**src/rtl/fp_add_hs.sv**
```systemverilog
// fp_add_hs: handshaked multi-cycle IEEE-754 adder/subtractor, RNE rounding, {invalid, overflow, inexact} flags.
// Define FP_ADD_DENORM_EN for full subnormal support; otherwise subnormal inputs and results flush to zero.
module fp_add_hs #(
  parameter int EXP_W  = 8,
  parameter int FRAC_W = 23
) (
  input  logic                  clk,
  input  logic                  rst_n,
  input  logic [EXP_W+FRAC_W:0] in_a,
  input  logic [EXP_W+FRAC_W:0] in_b,
  input  logic                  in_sub,
  input  logic                  in_valid,
  output logic                  in_ready,
  output logic [EXP_W+FRAC_W:0] out_z,
  output logic [2:0]            out_flags,
  output logic                  out_valid,
  input  logic                  out_ready
);
  localparam int W  = EXP_W + FRAC_W + 1;
  localparam int MW = FRAC_W + 4;  // hidden, fraction, guard, round, sticky
  localparam int EW = EXP_W + 2;
  localparam logic [EXP_W-1:0] EXP_ONES = '1;
  localparam logic [W-1:0]     QNAN     = {1'b0, EXP_ONES, 1'b1, {(FRAC_W-1){1'b0}}};

  typedef enum logic [3:0] {
    S_IDLE, S_UNPACK, S_SPECIAL, S_ALIGN, S_ADD, S_NORM, S_ROUND, S_PACK, S_OUT
  } state_t;

  state_t        state_q;
  logic [W-1:0]  a_q, b_q, z_q;
  logic          sub_q, sa_q, sb_q, s_q, spec_q, in_ready_q, out_valid_q;
  logic [EW-1:0] ea_q, eb_q, e_q;
  logic [MW-1:0] ma_q, mb_q, m_q;
  logic [2:0]    flags_q;

  assign in_ready  = in_ready_q;
  assign out_valid = out_valid_q;
  assign out_z     = z_q;
  assign out_flags = flags_q;

  logic [EXP_W-1:0]  a_exp, b_exp;
  logic [FRAC_W-1:0] a_frac, b_frac;
  assign a_exp  = a_q[W-2:FRAC_W];
  assign b_exp  = b_q[W-2:FRAC_W];
  assign a_frac = a_q[FRAC_W-1:0];
  assign b_frac = b_q[FRAC_W-1:0];

  // Unpack: exp field 0 behaves as exp 1
  logic [EW-1:0] ea_d, eb_d;
  logic [MW-1:0] ma_d, mb_d;
  always_comb begin
    ea_d = (a_exp == '0) ? EW'(1) : {2'b00, a_exp};
    eb_d = (b_exp == '0) ? EW'(1) : {2'b00, b_exp};
`ifdef FP_ADD_DENORM_EN
    ma_d = {|a_exp, a_frac, 3'b000};
    mb_d = {|b_exp, b_frac, 3'b000};
`else
    ma_d = (a_exp == '0) ? '0 : {1'b1, a_frac, 3'b000};
    mb_d = (b_exp == '0) ? '0 : {1'b1, b_frac, 3'b000};
`endif
  end

  logic a_nan, b_nan, a_inf, b_inf, a_zero, b_zero, is_spec_d, inv_d;
  logic [W-1:0] spz_d;
  assign a_nan  = (&a_exp) & (|a_frac);
  assign b_nan  = (&b_exp) & (|b_frac);
  assign a_inf  = (&a_exp) & ~(|a_frac);
  assign b_inf  = (&b_exp) & ~(|b_frac);
  assign a_zero = (ma_q == '0);
  assign b_zero = (mb_q == '0);
  assign is_spec_d = a_nan | b_nan | a_inf | b_inf | a_zero | b_zero;

  always_comb begin
    spz_d = '0;
    inv_d = 1'b0;
    if (a_nan || b_nan) begin
      spz_d = QNAN;
    end else if (a_inf && b_inf && (sa_q != sb_q)) begin
      spz_d = QNAN;
      inv_d = 1'b1;
    end else if (a_inf) begin
      spz_d = {sa_q, EXP_ONES, {FRAC_W{1'b0}}};
    end else if (b_inf) begin
      spz_d = {sb_q, EXP_ONES, {FRAC_W{1'b0}}};
    end else if (a_zero && b_zero) begin
      spz_d = {sa_q & sb_q, {(W-1){1'b0}}};
    end else if (a_zero) begin
      spz_d = {sb_q, b_q[W-2:0]};
    end else if (b_zero) begin
      spz_d = {sa_q, a_q[W-2:0]};
    end
  end

  logic              a_big;
  logic [EW-1:0]     diff_d, sh_amt;
  logic [MW-1:0]     small_d, algn_d;
  logic [2*MW-1:0]   sh_d;
  always_comb begin
    a_big   = (ea_q >= eb_q);
    diff_d  = a_big ? (ea_q - eb_q) : (eb_q - ea_q);
    sh_amt  = (diff_d > EW'(MW)) ? EW'(MW) : diff_d;
    small_d = a_big ? mb_q : ma_q;
    sh_d    = {small_d, {MW{1'b0}}} >> sh_amt;
    // everything shifted past bit 0 folds into sticky
    algn_d  = {sh_d[2*MW-1:MW+1], sh_d[MW] | (|sh_d[MW-1:0])};
  end

  logic          eff_sub, ma_ge, sgn_d;
  logic [MW:0]   sum_d;
  always_comb begin
    eff_sub = sa_q ^ sb_q;
    ma_ge   = (ma_q >= mb_q);
    if (!eff_sub)   sum_d = {1'b0, ma_q} + {1'b0, mb_q};
    else if (ma_ge) sum_d = {1'b0, ma_q - mb_q};
    else            sum_d = {1'b0, mb_q - ma_q};
    sgn_d = (eff_sub && !ma_ge) ? sb_q : sa_q;
    if (sum_d == '0) sgn_d = 1'b0;
  end

  logic              rup_d;
  logic [FRAC_W+1:0] rnd_d;
  always_comb begin
    rup_d = m_q[2] & (m_q[1] | m_q[0] | m_q[3]);
    rnd_d = {1'b0, m_q[MW-1:3]} + {{(FRAC_W+1){1'b0}}, rup_d};
  end

  always_ff @(posedge clk or negedge rst_n) begin
    if (!rst_n) begin
      state_q     <= S_IDLE;
      a_q         <= '0;
      b_q         <= '0;
      z_q         <= '0;
      sub_q       <= 1'b0;
      sa_q        <= 1'b0;
      sb_q        <= 1'b0;
      s_q         <= 1'b0;
      spec_q      <= 1'b0;
      ea_q        <= '0;
      eb_q        <= '0;
      e_q         <= '0;
      ma_q        <= '0;
      mb_q        <= '0;
      m_q         <= '0;
      flags_q     <= '0;
      in_ready_q  <= 1'b1;
      out_valid_q <= 1'b0;
    end else begin
      case (state_q)
        S_IDLE: if (in_valid) begin
          a_q        <= in_a;
          b_q        <= in_b;
          sub_q      <= in_sub;
          flags_q    <= '0;
          in_ready_q <= 1'b0;
          state_q    <= S_UNPACK;
        end
        S_UNPACK: begin
          sa_q    <= a_q[W-1];
          sb_q    <= b_q[W-1] ^ sub_q;
          ea_q    <= ea_d;
          eb_q    <= eb_d;
          ma_q    <= ma_d;
          mb_q    <= mb_d;
          state_q <= S_SPECIAL;
        end
        S_SPECIAL: begin
          spec_q <= is_spec_d;
          if (is_spec_d) begin
            z_q        <= spz_d;
            flags_q[2] <= inv_d;
            state_q    <= S_PACK;
          end else begin
            state_q <= S_ALIGN;
          end
        end
        S_ALIGN: begin
          // larger operand ends up in the a slot, aligned one in b
          ma_q    <= a_big ? ma_q : mb_q;
          sa_q    <= a_big ? sa_q : sb_q;
          mb_q    <= algn_d;
          sb_q    <= a_big ? sb_q : sa_q;
          e_q     <= a_big ? ea_q : eb_q;
          state_q <= S_ADD;
        end
        S_ADD: begin
          s_q     <= sgn_d;
          m_q     <= sum_d[MW] ? {sum_d[MW:2], sum_d[1] | sum_d[0]} : sum_d[MW-1:0];
          e_q     <= e_q + {{(EW-1){1'b0}}, sum_d[MW]};
          state_q <= S_NORM;
        end
        S_NORM: begin
          if (!m_q[MW-1] && (m_q != '0) && (e_q > EW'(1))) begin
            m_q <= {m_q[MW-2:0], m_q[0]};
            e_q <= e_q - EW'(1);
          end else begin
            state_q <= S_ROUND;
          end
        end
        S_ROUND: begin
          flags_q[0] <= m_q[2] | m_q[1] | m_q[0];
          if (rnd_d[FRAC_W+1]) begin
            m_q <= {rnd_d[FRAC_W+1:1], 3'b000};
            e_q <= e_q + EW'(1);
          end else begin
            m_q <= {rnd_d[FRAC_W:0], 3'b000};
          end
          state_q <= S_PACK;
        end
        S_PACK: begin
          if (!spec_q) begin
            if (e_q >= {2'b00, EXP_ONES}) begin
              z_q        <= {s_q, EXP_ONES, {FRAC_W{1'b0}}};
              flags_q[1] <= 1'b1;
              flags_q[0] <= 1'b1;
            end else if (!m_q[MW-1]) begin
`ifdef FP_ADD_DENORM_EN
              z_q <= {s_q, {EXP_W{1'b0}}, m_q[MW-2:3]};
`else
              z_q <= {s_q, {(W-1){1'b0}}};
              if (m_q != '0) flags_q[0] <= 1'b1;
`endif
            end else begin
              z_q <= {s_q, e_q[EXP_W-1:0], m_q[MW-2:3]};
            end
          end
          out_valid_q <= 1'b1;
          state_q     <= S_OUT;
        end
        S_OUT: if (out_ready) begin
          out_valid_q <= 1'b0;
          in_ready_q  <= 1'b1;
          state_q     <= S_IDLE;
        end
        default: state_q <= S_IDLE;
      endcase
    end
  end
endmodule

```
**config.mk**
```make
export PLATFORM = sky130hd
export DESIGN_NAME = fp_add_hs
export DESIGN_NICKNAME = d
export VERILOG_FILES = /design/src/rtl/fp_add_hs.sv
export SDC_FILE = /design/constraint.sdc
export NUM_CORES = 1
export LEC_CHECK = 0
export ABC_AREA = 1
export BUFFER_PORTS_ARGS = -buffer_cell sky130_fd_sc_hd__buf_2
export CORE_MARGIN = 2
export CORE_UTILIZATION = 50
export DETAILED_ROUTE_END_ITERATION = 8
export PLACE_DENSITY_LB_ADDON = 0.25
export SKIP_CTS_REPAIR_TIMING = 1
export SLEW_MARGIN = 5
export SYNTH_ARGS = -nofsm -noshare
export SYNTH_HDL_FRONTEND = slang
export SYNTH_SLANG_ARGS = --single-unit
```
**constraint.sdc**
```tcl
create_clock -name clk -period 10.2 [get_ports clk]
set_clock_uncertainty 0.2 [all_clocks]
set_input_delay 2.04 -clock clk [delete_from_list [all_inputs] [get_ports clk]]
set_output_delay 2.04 -clock clk [all_outputs]
set_load 0.03 [all_outputs]
```
Word-level counts from Yosys, hierarchy flattened
Cells that the tools add are included.
W data, S select, Z words.
{"block": "word_totals", "out_inout_bits": 37, "in_bits": 69, "register_bits": 221}
{"block": "op_classes", "n_bitwise": 22, "shift": 1, "mux": 60, "magnitude_cmp": 5, "n_eq_ne": 20, "reduce_logical": 43, "addsub": 9}
{"operator": "$mux W32", "n": 9}
{"operator": "$mux W27", "n": 8}
{"operator": "$pmux W27 S2", "n": 2}
{"operator": "$pmux W27 S3", "n": 1}
{"operator": "$pmux W32 S2", "n": 1}
{"operator": "$mux W31", "n": 2}
{"operator": "$logic_not A27 Y1", "n": 2}
{"operator": "$shr A54 B10 Y54", "n": 1}
{"operator": "$sub A27 B27 Y27", "n": 2}
{"operator": "$mux W10", "n": 5}
{"operator": "$reduce_or A23 Y1", "n": 2}
{"operator": "$pmux W10 S4", "n": 1}
{"operator": "$pmux W4 S9", "n": 1}
{"operator": "$add A27 B27 Y28", "n": 1}
{"operator": "$logic_not A28 Y1", "n": 1}
{"operator": "$mux W28", "n": 1}
{"operator": "$ge A27 B27 Y1", "n": 1}
{"operator": "$reduce_bool A27 Y1", "n": 1}
{"operator": "$reduce_or A27 Y1", "n": 1}
{"operator": "$add A24 B1 Y25", "n": 1}
{"operator": "$sub A10 B10 Y10", "n": 2}
{"operator": "$ne A2 B2 Y1 const B", "n": 9}
{"operator": "$eq A4 B3 Y1 const B", "n": 4}
{"operator": "$logic_not A8 Y1", "n": 2}
{"operator": "other kinds (35)", "n": 99}

Longest topological paths before layout
Gate-level depths: netlist (run 1).
{"block": "depth", "word_depth": 10, "mapped_depth": 33, "depth_no_buf": 31}

Least setup slack after synthesis (run 1)
No wires, ideal clock.
{"block": "synth_path", "path_kind": "register to register", "start": "register ma_q[2]", "end": "register e_q[2]", "path_buffers": 3, "period_less_slack_ns": 3.961, "path_slack_ns": 6.239, "t_arrival_ns": 3.631, "required_time_ns": 9.870, "path_stages_with_launch": 28, "cell_sequence": "dfrtp_1 > inv_1 > ha_1 > buf_2 > inv_1 > a21oi_1 > nand2_1 > a21boi_0 > inv_1 > nand3_1 > nand3_1 > nand3_1 > nand2_1 > nand2_1 > nand2_1 > a21oi_1 > o21bai_1 > nand2_1 > buf_2 > buf_2 > nand2_1 > ha_1 > ha_1 > or2_2 > a31oi_1 > nand2_1 > nand2_1 > o21ai_0"}
{"block": "synth_between", "elab_chain_cells": 4}
{"element": "start: declaration", "line_no": "33", "rtl": "logic [MW-1:0] ma_q, mb_q, m_q;"}
{"element": "start signal: assignment", "line_no": "162", "rtl": "ma_q <= ma_d;"}
{"element": "start signal: assignment", "line_no": "178", "rtl": "ma_q <= a_big ? ma_q : mb_q;"}
{"element": "$add A27 B27 Y28", "line_no": "113", "rtl": "if (!eff_sub) sum_d = {1'b0, ma_q} + {1'b0, mb_q};"}
{"element": "$mux W28", "line_no": "113"}
{"element": "$add A10 B1 Y10", "line_no": "188", "rtl": "e_q <= e_q + {{(EW-1){1'b0}}, sum_d[MW]};"}
{"element": "$pmux W10 S4", "line_no": "148", "rtl": "case (state_q)"}
{"element": "end signal: assignment", "line_no": "188"}
{"element": "end signal: assignment", "line_no": "194", "rtl": "e_q <= e_q - EW'(1);"}
{"element": "end signal: assignment", "line_no": "203", "rtl": "e_q <= e_q + EW'(1);"}
{"element": "end: declaration", "line_no": "32", "rtl": "logic [EW-1:0] ea_q, eb_q, e_q;"}
No other way between the ends.
A chain may end at the register's enable or synchronous reset.

Worst setup path in the final report (run 1)
{"block": "layout_path", "start": "register ea_q[0]", "end": "register mb_q[10]"}
{"block": "layout_between", "elab_chain_cells": 6, "elab_cells_between_ends": 9, "classes_between": "2 x add/sub; 2 x order compare; 1 x shift; 4 x mux"}
{"element": "start: declaration", "line_no": "32"}
{"element": "start signal: assignment", "line_no": "138", "rtl": "ea_q <= '0;"}
{"element": "start signal: assignment", "line_no": "160", "rtl": "ea_q <= ea_d;"}
{"element": "$sub A10 B10 Y10 / $ge A10 B10 Y1 (equally long branches)", "line_no": "100, 99"}
{"element": "$mux W10", "line_no": "100", "rtl": "diff_d = a_big ? (ea_q - eb_q) : (eb_q - ea_q);"}
{"element": "$gt A10 B5 Y1", "line_no": "101", "rtl": "sh_amt = (diff_d > EW'(MW)) ? EW'(MW) : diff_d;"}
{"element": "$mux W10", "line_no": "101"}
{"element": "$shr A54 B10 Y54 (*)", "line_no": "103", "rtl": "sh_d = {small_d, {MW{1'b0}}} >> sh_amt;"}
{"element": "$pmux W27 S2 (*)", "line_no": "148"}
{"element": "end signal: assignment", "line_no": "163", "rtl": "mb_q <= mb_d;"}
{"element": "end signal: assignment", "line_no": "180", "rtl": "mb_q <= algn_d;"}
{"element": "end: declaration", "line_no": "33"}
Mark *: on every way between the ends. The rest lies on a longest branch, timed or not.

==> flow_results.xml, run 1 <==
<?xml version="1.0" encoding="UTF-8"?>
<metrics>
  <group name="outcome">
    <metric name="status" unit="">complete, no violations</metric>
  </group>
  <group name="sta">
    <metric name="relSlewSlack" unit="">0.235</metric>
    <metric name="setup_viol_count_final" unit="">0</metric>
    <metric name="share_of_the_cycle_needed_by_the_critical_path_after_routing" unit="">0.588</metric>
    <metric name="min_period" unit="ns">6.00</metric>
    <metric name="drv_slew" unit="">0</metric>
    <metric name="rsz0062_at_grt" unit="">false</metric>
    <metric name="setup-tns-final" unit="ns">0</metric>
    <metric name="worstMarginPinSlew" unit="ns">1.15</metric>
    <metric name="final_hold_viols" unit="">0</metric>
    <metric name="achievable-frequency" unit="MHz">167</metric>
  </group>
  <group name="min_path">
    <metric name="min-delay-path-class" unit="">reg -&gt; reg</metric>
  </group>
  <group name="global_routing">
    <metric name="maximum_number_of_pins_on_one_net_before_global_route_repair" unit="">105</metric>
    <metric name="sum_of_overflow_across_all_layers_after_global_routing" unit="">0</metric>
    <metric name="via_count_of_the_first_global_routing_pass" unit="">20500</metric>
    <metric name="grt_antenna_before_repair" unit="">1</metric>
    <metric name="track_usage" unit="">0.383</metric>
    <metric name="grt_pass1_wl" unit="mm">120</metric>
  </group>
  <group name="drt">
    <metric name="antenna_nets_post_route" unit="">0</metric>
    <metric name="wl_per_cell" unit="um">22.4</metric>
    <metric name="initialDrtViolationCount" unit="">2795</metric>
    <metric name="drc_errors" unit="">0</metric>
    <metric name="total_vias_in_the_final_route" unit="">21600</metric>
    <metric name="vias_per_cell" unit="">6.08</metric>
    <metric name="detail_route.first_pass.iterations" unit="">8</metric>
    <metric name="postRouteWirelength" unit="mm">79.6</metric>
  </group>
  <group name="yosys">
    <metric name="post_synth.cell_area_avg" unit="um2">6.45</metric>
    <metric name="synthDominantAreaCellType" unit="">dfrtp_1</metric>
    <metric name="post_synth_inst_count" unit="">3016</metric>
    <metric name="postSynth.topFlopCell" unit="">dfrtp_1</metric>
    <metric name="area_contributors_post_synth" unit="">dfrtp_1 28%, nand2_1 16%, o21ai_0 7.4%</metric>
    <metric name="postSynth.asyncResetShare" unit="">1.00</metric>
    <metric name="postSynthRegisterBits" unit="">217</metric>
    <metric name="synth_warnings" unit="">0</metric>
    <metric name="synth_nets" unit="">3193</metric>
    <metric name="synth-edff-count" unit="">0</metric>
    <metric name="netlist.area_leader.share" unit="">0.278</metric>
    <metric name="ys_seq_area_frac" unit="">0.279</metric>
    <metric name="ys_types" unit="">62</metric>
    <metric name="post_synth_instance_area" unit="um2">19400</metric>
  </group>
  <group name="die">
    <metric name="rows" unit="">72</metric>
    <metric name="fp.coreArea" unit="um2">38600</metric>
    <metric name="floorplan.io_pins" unit="">106</metric>
    <metric name="dieArea" unit="um2">40500</metric>
    <metric name="die_extent_in_y" unit="um">201</metric>
    <metric name="die-width" unit="um">201</metric>
    <metric name="floorplan.initialDensity" unit="">0.504</metric>
  </group>
  <group name="cells_and_area">
    <metric name="final_util" unit="">0.545</metric>
    <metric name="final_layout_size_suffix_gt1_frac" unit="">0.0753</metric>
    <metric name="design.final.nets" unit="">3200</metric>
    <metric name="post-route-cell-area" unit="um2">21000</metric>
    <metric name="antenna_cells" unit="">0</metric>
    <metric name="synthToLayoutAreaGrowth" unit="%">8.07</metric>
    <metric name="layoutNonFillerInstCount" unit="">3559</metric>
    <metric name="count_of_filler_cells_inserted_in_the_layout" unit="">3971</metric>
  </group>
  <group name="placed_design">
    <metric name="dpl_cell_area" unit="um2">20100</metric>
    <metric name="routabilityCongestion" unit="">1.04</metric>
    <metric name="hpwlAfterDp" unit="mm">62.4</metric>
    <metric name="numPortBuffers" unit="">105</metric>
    <metric name="dp_cells" unit="">3512</metric>
  </group>
  <group name="worst_setup_path">
    <metric name="worst_setup_path_start_kind" unit="">register</metric>
    <metric name="crit_path_kind" unit="">reg -&gt; reg</metric>
    <metric name="crit_path_arrival_time" unit="ns">6.28</metric>
    <metric name="path_max_fanout" unit="">61</metric>
    <metric name="setup.worst_path.end_class" unit="">register</metric>
    <metric name="cp_data_required_time" unit="ns">10.49</metric>
  </group>
  <group name="clock_network">
    <metric name="cts_inserted_buffers" unit="">27</metric>
    <metric name="root_buffer" unit="">clkbuf_16</metric>
    <metric name="cts_sinks" unit="">217</metric>
    <metric name="clockBufferDepth" unit="">3</metric>
    <metric name="clock_pin_slew_of_the_registers_on_the_worst_case_setup_and_hold_paths" unit="ns">0.06</metric>
    <metric name="cts_tree" unit="">yes</metric>
    <metric name="clkLatencyLatePin" unit="ns">0.58</metric>
    <metric name="cts_htree_levels" unit="">1</metric>
  </group>
  <group name="run">
    <metric name="max_cap_viol_count" unit="">0</metric>
  </group>
</metrics>
metal layers:
metal / share of wire / global-route usage
met5: 0.00016 / 0
met4: 0.063 / 0.208
met3: 0.093 / 0.0761
met2: 0.44 / 0.598
met1: 0.41 / 0.501
final cells by class:
cell class / instances / area [um2] / area share
Multi-Input combinational cell: 2278 / 12000 / 0.570
Tap cell: 518 / 648 / 0.0308
Inverter: 372 / 1400 / 0.0666
Clock inverter: 13 / 129 / 0.00613
Sequential cell: 217 / 5430 / 0.259
Clock buffer: 34 / 732 / 0.0348
Timing Repair Buffer: 127 / 701 / 0.0334
cell usage after synthesis, types with 7 or more instances:
cell / instances
nor2_1: 209
a211oi_1: 7
nand4_1: 55
o22ai_1: 70
inv_2: 9
nand2_1: 806
nor4_1: 22
a31o_2: 9
inv_1: 357
ha_1: 103
o21ai_0: 288
or2_2: 10
buf_2: 42
o211ai_1: 27
a21oi_1: 182
dfrtp_1: 216
a21o_1: 7
o21ai_1: 20
a31oi_1: 36
xor2_1: 57
a32oi_1: 9
nand3_1: 241
nor3_1: 23
clkbuf_1: 90
o221ai_1: 8
o21a_1: 8
kinds of logic after synthesis:
group / count (synthesis) / synth area share
flip-flops: 217 / 0.279
AND/OR/NAND/NOR: 1392 / 0.304
XOR/XNOR: 63 / 0.0284
multiplexers: 1 / 0.000579
adder cells (fa/ha/maj): 108 / 0.0714
AO/OA/AOI/OAI: 714 / 0.209
buffers and inverters: 521 / 0.107
cells in the final DEF (no fill, tap or decap), types with 70 or more instances in the layout:
cell,synthesis,layout
nand2_1,806,806
inv_1,357,357
o21ai_0,288,288
nand3_1,241,241
dfrtp_1,216,216
nor2_1,209,205
a21oi_1,182,180
buf_2,42,104
ha_1,103,103
o22ai_1,70,70
path summary, 6_finish.rpt:
path / startpoint / end / slack [ns] / cells after the start
max in group asynchronous: rst_n / mb_q[20]$_DFFE_PN0P_ / 7.02 / 2
setup reg to reg: ea_q[0]$_DFFE_PN0P_ / mb_q[10]$_DFFE_PN0P_ / 4.20 / 25
hold reg to reg: in_ready$_DFFE_PN1P_ / in_ready$_DFFE_PN1P_ / 0.27 / 2
setup / recovery: ea_q[0]$_DFFE_PN0P_ / mb_q[10]$_DFFE_PN0P_ / 4.20 / 25
min in group asynchronous: rst_n / ea_q[7]$_DFFE_PN0P_ / 1.33 / 1
hold / removal: in_ready$_DFFE_PN1P_ / in_ready$_DFFE_PN1P_ / 0.27 / 2
flip-flops by register name, indices dropped and copies added, names as in the netlist, 3 cells and up:
register,count
a_q,32
b_q,32
out_z,32
m_q,27
ma_q,27
mb_q,27
e_q,10
ea_q,8
eb_q,8
state_q,4
out_flags,3
through the flow:
stage,worst slack (ns),hold WS (ns)
2_1_floorplan,6.24,0.242
3_3_place_gp,4.46,0.249
3_5_place_dp,4.37,0.256
4_1_cts,4.36,0.265
5_1_grt,3.62,0.297
6_report,4.20,0.265
worst max-delay path, cell delays in order, from the launching register on:
cell and delay [ns]:
dfrtp_1 0.37, inv_1 0.07, ha_1 0.66, nand2_1 0.12, inv_1 0.10, nand3_2 0.10
nand3_2 0.35, buf_4 0.59, inv_1 0.21, nand2_1 0.13, nand2_1 0.06, nor2_1 0.10
nand2_1 0.09, nor2_4 0.33, nand3_2 0.60, inv_2 0.66, nand3_1 0.20, nand2_1 0.11
nand2_1 0.07, nand2_1 0.09, nand2_1 0.09, nand3_1 0.10, o21ai_0 0.08, o22ai_1 0.14
nand2_1 0.15, o21ai_0 0.12
Power of run 1 is not shown: default switching activity piles up to over one toggle a cycle in this logic, so the estimate is an artifact.
==> run 2, diff against run 1 <==
==> constraint.sdc (replaced) <==
create_clock -name clk -period 6 [get_ports clk]
set_clock_uncertainty 0.2 [all_clocks]
set_input_delay 1.2 -clock clk [delete_from_list [all_inputs] [get_ports clk]]
set_output_delay 1.2 -clock clk [all_outputs]
set_load 0.03 [all_outputs]
==> flow_results.xml, run 2 (synthesized netlist as in run 1, its figures left out) <==
<?xml version="1.0" encoding="UTF-8"?>
<metrics>
  <group name="global_routing">
    <metric name="grt_antenna_before_repair" unit="">1</metric>
    <metric name="maximum_number_of_pins_on_one_net_before_global_route_repair" unit="">120</metric>
    <metric name="track_usage" unit="">0.362</metric>
    <metric name="via_count_of_the_first_global_routing_pass" unit="">20400</metric>
    <metric name="sum_of_overflow_across_all_layers_after_global_routing" unit="">0</metric>
    <metric name="grt_pass1_wl" unit="mm">115</metric>
  </group>
  <group name="drt">
    <metric name="initialDrtViolationCount" unit="">3174</metric>
    <metric name="wl_per_cell" unit="um">21.0</metric>
    <metric name="detail_route.first_pass.iterations" unit="">7</metric>
    <metric name="vias_per_cell" unit="">6.15</metric>
    <metric name="postRouteWirelength" unit="mm">75.0</metric>
    <metric name="drc_errors" unit="">0</metric>
    <metric name="antenna_nets_post_route" unit="">0</metric>
    <metric name="total_vias_in_the_final_route" unit="">22000</metric>
  </group>
  <group name="clock_network">
    <metric name="cts_tree" unit="">yes</metric>
    <metric name="clockBufferDepth" unit="">3</metric>
    <metric name="cts_inserted_buffers" unit="">25</metric>
    <metric name="clock_pin_slew_of_the_registers_on_the_worst_case_setup_and_hold_paths" unit="ns">0.06</metric>
    <metric name="cts_htree_levels" unit="">1</metric>
    <metric name="clkLatencyLatePin" unit="ns">0.56</metric>
    <metric name="root_buffer" unit="">clkbuf_16</metric>
    <metric name="cts_sinks" unit="">217</metric>
  </group>
  <group name="placed_design">
    <metric name="numPortBuffers" unit="">105</metric>
    <metric name="routabilityCongestion" unit="">1.09</metric>
    <metric name="hpwlAfterDp" unit="mm">58.8</metric>
  </group>
  <group name="cells_and_area">
    <metric name="final_layout_size_suffix_gt1_frac" unit="">0.0783</metric>
    <metric name="mostFrequentLayoutCells" unit="">806 x nand2_1, 357 x inv_1, 288 x o21ai_0</metric>
    <metric name="antenna_cells" unit="">0</metric>
    <metric name="design.final.nets" unit="">3211</metric>
    <metric name="synthToLayoutAreaGrowth" unit="%">9.17</metric>
    <metric name="layout_commonest_cell" unit="">nand2_1</metric>
  </group>
  <group name="sta">
    <metric name="min_period" unit="ns">4.89</metric>
    <metric name="drv_slew" unit="">0</metric>
    <metric name="setup-tns-final" unit="ns">0</metric>
    <metric name="worstMarginPinSlew" unit="ns">1.12</metric>
    <metric name="rsz0062_at_grt" unit="">false</metric>
    <metric name="final_hold_viols" unit="">0</metric>
    <metric name="achievable-frequency" unit="MHz">204</metric>
    <metric name="relSlewSlack" unit="">0.247</metric>
    <metric name="share_of_the_cycle_needed_by_the_critical_path_after_routing" unit="">0.815</metric>
    <metric name="setup_viol_count_final" unit="">0</metric>
  </group>
  <group name="worst_setup_path">
    <metric name="path_max_fanout" unit="">26</metric>
    <metric name="crit_path_arrival_time" unit="ns">5.09</metric>
    <metric name="worst_setup_path_start_kind" unit="">register</metric>
    <metric name="worstRegToRegCells" unit="">19</metric>
    <metric name="setup.worst_path.end_class" unit="">register</metric>
    <metric name="crit_path_kind" unit="">reg -&gt; reg</metric>
    <metric name="cp_data_required_time" unit="ns">6.20</metric>
  </group>
  <group name="die">
    <metric name="floorplan.io_pins" unit="">106</metric>
    <metric name="fp.coreArea" unit="um2">38600</metric>
    <metric name="floorplan.initialDensity" unit="">0.504</metric>
    <metric name="dieArea" unit="um2">40500</metric>
    <metric name="die_extent_in_y" unit="um">201</metric>
    <metric name="die-width" unit="um">201</metric>
    <metric name="rows" unit="">72</metric>
  </group>
  <group name="outcome">
    <metric name="status" unit="">complete, no violations</metric>
  </group>
  <group name="run">
    <metric name="max_cap_viol_count" unit="">0</metric>
  </group>
  <group name="min_path">
    <metric name="hold_depth" unit="">2</metric>
    <metric name="min-delay-path-class" unit="">reg -&gt; reg</metric>
  </group>
</metrics>
[run 2: metal layers]
metal	global-route usage	vias to the layer above	wire length, um
met5	0	-	12
li1	-	10100	-
met2	0.551	1328	32000
met1	0.498	10300	30700
met3	0.0664	237	8110
met4	0.173	2	4230
[run 2: final timing paths]
| kind | startpoint | end | slack [ns] |
|---|---|---|---|
| setup / recovery | ma_q[2]$_DFFE_PN0P_ | m_q[26]$_DFFE_PN0P_ | 1.11 |
| hold / removal | in_ready$_DFFE_PN1P_ | in_ready$_DFFE_PN1P_ | 0.26 |
| setup reg to reg | ma_q[2]$_DFFE_PN0P_ | m_q[26]$_DFFE_PN0P_ | 1.11 |
| hold reg to reg | in_ready$_DFFE_PN1P_ | in_ready$_DFFE_PN1P_ | 0.26 |
| max in group asynchronous | rst_n | b_q[11]$_DFFE_PN0P_ | 3.97 |
| min in group asynchronous | rst_n | ea_q[6]$_DFFE_PN0P_ | 0.41 |
[run 2: final cells by class]
type / count / area (um2)
tap: 518 / 648
clock buffer: 32 / 672
sequential: 217 / 5430
clock inverter: 14 / 283
timing repair buffer: 140 / 823
inverter: 372 / 1400
multi-input combinational: 2278 / 12000
fill: 3896 / 17300
[run 2: critical path, cell delays in order (launching register included)]
cell and delay (ns):
dfrtp_1 0.41, inv_1 0.15, ha_1 0.51, inv_1 0.16
a21oi_1 0.16, nand2_1 0.10, a21boi_0 0.43, inv_1 0.17
nand3_1 0.17, nand3_1 0.12, nand3_1 0.12, nand2_1 0.08
nand2_1 0.07, nand2_1 0.07, a21oi_1 0.14, o21bai_1 0.09
nand2_1 0.32, clkinv_1 0.65, o21ai_0 0.45, a41oi_1 0.18
[run 2: stage by stage]
stage / worst slack (ns) / instance area (um2) / cells / utilization / hold slack [ns]
floorplan: 2.04 / 19400 / 3016 / - / 0.242
global placement: 1.42 / 20300 / 3525 / 0.526 / 0.248
detailed placement: 1.27 / 20300 / 3525 / 0.526 / 0.251
CTS: 1.26 / 21200 / 3571 / 0.550 / 0.261
global route: 0.740 / 21200 / 3571 / 0.550 / 0.271
finish: 1.11 / 21200 / 3571 / 0.550 / 0.259
Power of run 2 is left out for the same reason.
